## src/rtl/triple_loader.sv

```systemverilog
// Collects a valid/ready sample stream into registered a/b/c triples for the downstream sorter.
// Optional idle-timeout padding of partial triples is enabled by defining TRIPLE_LOADER_PAD_EN.
module triple_loader #(
    parameter int W         = 4,
    parameter int CNT_W     = 8,
    parameter int TIMEOUT   = 16,
    parameter int PAD_VALUE = 0
) (
    input  logic             clk,
    input  logic             rst_n,
    input  logic [W-1:0]     in_data,
    input  logic             in_valid,
    output logic             in_ready,
    input  logic             flush,
    output logic [W-1:0]     a,
    output logic [W-1:0]     b,
    output logic [W-1:0]     c,
    output logic             triple_valid,
    input  logic             triple_ready,
    output logic [1:0]       fill_cnt,
    output logic [CNT_W-1:0] triple_cnt,
    output logic             padded
);

    typedef enum logic [1:0] {FILL0, FILL1, FILL2, HOLD} state_e;

    state_e           state_q, state_d;
    logic [W-1:0]     a_q, a_d, b_q, b_d, c_q, c_d;
    logic [CNT_W-1:0] cnt_q, cnt_d;
    logic             padded_q, padded_d;
    logic             accept;
    logic             timeout;

`ifdef TRIPLE_LOADER_PAD_EN
    localparam int IDLE_W = (TIMEOUT > 1) ? $clog2(TIMEOUT) : 1;

    logic [IDLE_W-1:0] idle_q, idle_d;

    // Counts consecutive no-accept cycles in FILL1/FILL2; timeout fires on the TIMEOUT-th one.
    always_comb begin
        timeout = 1'b0;
        idle_d  = '0;
        if (!flush && !accept && (state_q == FILL1 || state_q == FILL2)) begin
            if (idle_q == IDLE_W'(TIMEOUT - 1)) timeout = 1'b1;
            else                                idle_d  = idle_q + 1'b1;
        end
    end

    always_ff @(posedge clk or negedge rst_n) begin
        if (!rst_n) idle_q <= '0;
        else        idle_q <= idle_d;
    end
`else
    logic unused_cfg;
    assign unused_cfg = ^{32'(TIMEOUT), 32'(PAD_VALUE)};
    assign timeout    = 1'b0;
`endif

    assign in_ready = ((state_q != HOLD) | triple_ready) & ~flush;
    assign accept   = in_valid & in_ready;

    always_comb begin
        state_d  = state_q;
        a_d      = a_q;
        b_d      = b_q;
        c_d      = c_q;
        cnt_d    = cnt_q;
        padded_d = padded_q;
        if (flush) begin
            state_d  = FILL0;
            padded_d = 1'b0;
        end else begin
            unique case (state_q)
                FILL0: begin
                    if (accept) begin
                        a_d     = in_data;
                        state_d = FILL1;
                    end
                end
                FILL1: begin
                    if (accept) begin
                        b_d     = in_data;
                        state_d = FILL2;
                    end else if (timeout) begin
                        b_d      = W'(PAD_VALUE);
                        c_d      = W'(PAD_VALUE);
                        padded_d = 1'b1;
                        state_d  = HOLD;
                    end
                end
                FILL2: begin
                    if (accept) begin
                        c_d      = in_data;
                        padded_d = 1'b0;
                        state_d  = HOLD;
                    end else if (timeout) begin
                        c_d      = W'(PAD_VALUE);
                        padded_d = 1'b1;
                        state_d  = HOLD;
                    end
                end
                HOLD: begin
                    // Consume and start the next triple in the same cycle when a sample is offered.
                    if (triple_ready) begin
                        cnt_d    = cnt_q + 1'b1;
                        padded_d = 1'b0;
                        if (accept) begin
                            a_d     = in_data;
                            state_d = FILL1;
                        end else begin
                            state_d = FILL0;
                        end
                    end
                end
                default: state_d = FILL0;
            endcase
        end
    end

    always_ff @(posedge clk or negedge rst_n) begin
        if (!rst_n) begin
            state_q  <= FILL0;
            a_q      <= '0;
            b_q      <= '0;
            c_q      <= '0;
            cnt_q    <= '0;
            padded_q <= 1'b0;
        end else begin
            state_q  <= state_d;
            a_q      <= a_d;
            b_q      <= b_d;
            c_q      <= c_d;
            cnt_q    <= cnt_d;
            padded_q <= padded_d;
        end
    end

    always_comb begin
        unique case (state_q)
            FILL1:   fill_cnt = 2'd1;
            FILL2:   fill_cnt = 2'd2;
            default: fill_cnt = 2'd0;
        endcase
    end

    assign a            = a_q;
    assign b            = b_q;
    assign c            = c_q;
    assign triple_valid = (state_q == HOLD);
    assign triple_cnt   = cnt_q;
    assign padded       = padded_q;

endmodule

```

## config.mk

```make
export PLATFORM = sky130hd
export DESIGN_NAME = triple_loader
export DESIGN_NICKNAME = d
export VERILOG_FILES = /design/src/rtl/triple_loader.sv
export SDC_FILE = /design/constraint.sdc
export NUM_CORES = 1
export LEC_CHECK = 0
export CORE_MARGIN = 2
export CORE_UTILIZATION = 40
export DETAILED_ROUTE_END_ITERATION = 10
export PLACE_DENSITY_LB_ADDON = 0.08
export SKIP_LAST_GASP = 1
export SYNTH_ARGS = -nofsm -noshare
export SYNTH_HDL_FRONTEND = slang
export SYNTH_SLANG_ARGS = --single-unit
```

## constraint.sdc

```tcl
create_clock -name clk -period 1.4 [get_ports clk]
set_clock_uncertainty 0.1 [all_clocks]
set_input_delay 0.28 -clock clk [delete_from_list [all_inputs] [get_ports clk]]
set_output_delay 0.28 -clock clk [all_outputs]
set_load 0.005 [all_outputs]
```

==> summary.md <==
| Metric | Value |
|---|---|
| Required time worst endpoint | slightly above 1 ns |
| Layout cells sized above 1 | 0.570 |
| Hold_buf cts | 0 |
| Met2 Usage GRT | 0.333 |
| Count of pins over their slew limit | 0 |
| Fmax achieved | between 0.5 and 0.6 GHz |
| Worst hold path class | in2async |
| Number of H-tree levels | 1 |
| Maximum VDD drop | 1.51 mV |
| Die Span X | 54.3 um |
| Reg2reg setup slack | -0.34 ns |
| Clk Latency, worst-skew pair | 0.31 ns |
| FF+latch count, synth | 22 |
| CTS tree | built |
| I/O pin count | 34 |
| Clock transition at the registers of the reported paths | 0.13 ns |
| Final Hold Viols | 0 |
| Max-cap violation count | 0 |
| DR vias | 860 |
| Final Setup Violations | 26 |
| RSZ-0062 raised after global routing | true |
| Number of global-route vias before repair | 877 |
| Syn Area/Cell | 13.2 um^2 |
| Vias per std cell | 4.80 |
| WL final | 2860 um |
| Ys Warns | 0 |
| CP max stage delay | 0.45 ns |
| Clock root cell | clkbuf_4 |
| Die Y | 54.3 um |
| Routed Antenna Nets | 0 |
| Syn Std Cell Area | 1010 um^2 |
| CP max FO | 2 |
| CP arrival | 1.37 ns |
| DRC Markers | 0 |
| GRT overflow | 0 |
| P&R area growth vs syn | 84.7% |
| Initial antenna violation count | 0 |
| Period Utilization, post-route | 1.25 |
| Clock sink count | 22 |
| Critical path's slowest cell | dfrtp_2 |
| CORE AREA | roughly 2400 um^2 |
| Register area share after synthesis | 0.543 |
| Syn_nets | 91 |
| Status | finished with violations |
| Static leakage | between 0.9 and 1 nW |
| Placed cell area | 1570 um^2 |
| CP Class | reg2out |
| Top Family by Delay on Critical Path | flip-flops |
| PD cells | about 1700 nW/um^2 |
| Met3 Use GR | 0.0273 |
| Crit. End Element | output port |
| Largest net degree at the start of global routing | 23 |
| # port buffers | 32 |
| DR iter-0 viols | 2 |
| Starting Density | 0.417 |
| Cts bufs inserted | 3 |
| Nets | 164 |
| Failing checks | negative setup slack |
| Critical path buffers and inverters | 2 |
| DP HPWL | 1660 um |
| Cell count after synthesis | 77 |
| Routed wire per std cell | about 16 um |
| Distinct cells, synth | 24 |
| Drt pass-1 iters | 3 |
| Antenna Cells | 0 |
| Die area | between 2000 and 3000 um^2 |
| Clock buffer depth | 2 |
| Place WS | -0.479 ns |
| GR Layer Usage met1 | 0.242 |
| Post-route cell area | 1870 um^2 |
| GRT Util Overall | 0.192 |
| First-pass GRT wire length | 4010 um |
| Global route hottest layer | met2 |
| Crit start category | flip-flop |
| GPL Wtd Cong | about 0.78 |
| Final worst slack | -0.349 ns |
| Crit path cell chain | buf_6 -> ha_4 -> nor2b_4 -> nor2_4 -> buf_2 |
| Min cycle time layout | 1.75 ns |
| # rows | 18 |
worst reg2reg max path, stage by stage (launching register included):
cell and delay, ns:
dfrtp_2 0.45, buf_6 0.13, ha_4 0.15, buf_6 0.12
mux2i_2 0.15, nor2_2 0.12, buf_6 0.13, mux2_4 0.30
per-layer routing:
| metal | vias up | share of wire | wire length, um |
|---|---|---|---|
| met3 | 6 | 0.047 | 134 |
| li1 | 406 | - | - |
| met4 | 0 | 0.020 | 57 |
| met2 | 25 | 0.51 | 1470 |
| met5 | - | 0 | 0 |
| met1 | 423 | 0.42 | 1210 |
path summary, 6_finish.rpt:
path	cells after the start	start	to
setup / recovery	5	state_q[0]	in_ready
hold / removal	2	rst_n	triple_cnt[7]
setup reg to reg	7	state_q[0]	a[2]
hold reg to reg	1	c[1]	c[1]
max in group asynchronous	2	rst_n	state_q[1]
min in group clk	1	c[1]	c[1]
metrics by stage:
step                cells   util  setup TNS [ns]  power, mW  hold WS, ns
CTS                   175  0.729           -6.06       2.99        0.215
global route          179  0.770           -8.13       3.45        0.228
detailed placement    155  0.645           -8.67       2.36        0.388
finish                179  0.770           -6.84       3.25        0.208
global placement      155  0.645           -8.36       2.31        0.358
floorplan              77      -           -1.49       1.59       -0.116
state kept, by name, indices dropped and copies added (netlist names):
signal / cells
triple_cnt: 8
a: 4
b: 4
c: 4
state_q: 2
power breakdown:
group / total (mW) / switching (mW) / internal [mW]
sequential: 0.972 / 0.114 / 0.858
combinational: 1.79 / 0.687 / 1.10
clock: 0.491 / 0.202 / 0.289
total: 3.25 / 1.00 / 2.25
cells by family (layout without fill, tap and decap cells):
logic type / count (synthesis) / in the layout / synth area share
other: 1 / 1 / 0.00370
multiplexers: 15 / 15 / 0.164
AND/OR/NAND/NOR: 21 / 21 / 0.125
buffers and inverters: 4 / 76 / 0.0259
AO/OA/AOI/OAI: 2 / 2 / 0.0161
adder cells (fa/ha/maj): 5 / 5 / 0.0617
XOR/XNOR: 7 / 7 / 0.0605
flip-flops: 22 / 22 / 0.543
layout by cell type (no fill, tap or decap), types with 2 or more instances in the layout:
cell type / n
mux2_4: 5
clkdlybuf4s50_1: 8
nor2_1: 2
dfrtp_1: 20
nand3_1: 2
nand2_4: 3
buf_4: 30
buf_6: 11
clkbuf_4: 3
inv_6: 2
nand3_2: 2
nor2_4: 2
nand4_1: 2
mux2_2: 8
xnor2_1: 4
dfrtp_2: 2
ha_4: 4
dlygate4sd2_1: 14
clkdlybuf4s15_1: 6
Yosys cell counts:
| library cell | n | share of area |
|---|---|---|
| buf_6 | 1 | 0.011 |
| o21bai_1 | 1 | 0.0074 |
| nand4_1 | 2 | 0.012 |
| and4_4 | 1 | 0.011 |
| nand2b_2 | 1 | 0.0086 |
| nand2_1 | 3 | 0.011 |
| inv_1 | 2 | 0.0074 |
| xnor2_1 | 5 | 0.043 |
| mux2_2 | 13 | 0.14 |
| nor3_1 | 1 | 0.0049 |
| nor2_1 | 5 | 0.019 |
| and3_1 | 1 | 0.0062 |
| nor2b_1 | 1 | 0.0062 |
| xor2_1 | 2 | 0.017 |
| and3b_1 | 1 | 0.0086 |
| nand3_1 | 2 | 0.0099 |
| mux2i_1 | 2 | 0.020 |
| o221ai_1 | 1 | 0.0086 |
| dfrtp_1 | 22 | 0.54 |
| conb_1 | 1 | 0.0037 |
| buf_4 | 1 | 0.0074 |
| nand3_2 | 2 | 0.020 |
| nand3b_1 | 1 | 0.0074 |
| ha_1 | 5 | 0.062 |
layout make-up:
type	count	area, um^2
multi-input combinational	51	594
fill	181	561
clock inverter	1	30.0
tap	30	37.5
timing repair buffer	70	617
clock buffer	3	22.5
sequential	22	553
inverter	2	17.5
repair_timing:
action                                  CTS  global route
gates resized for setup                  48            25
endpoints found under the setup margin   46            32
cloned                                    0             0
pin swaps                                13             9
setup buffers                            18             4
Power figures use the tool's default switching activity.
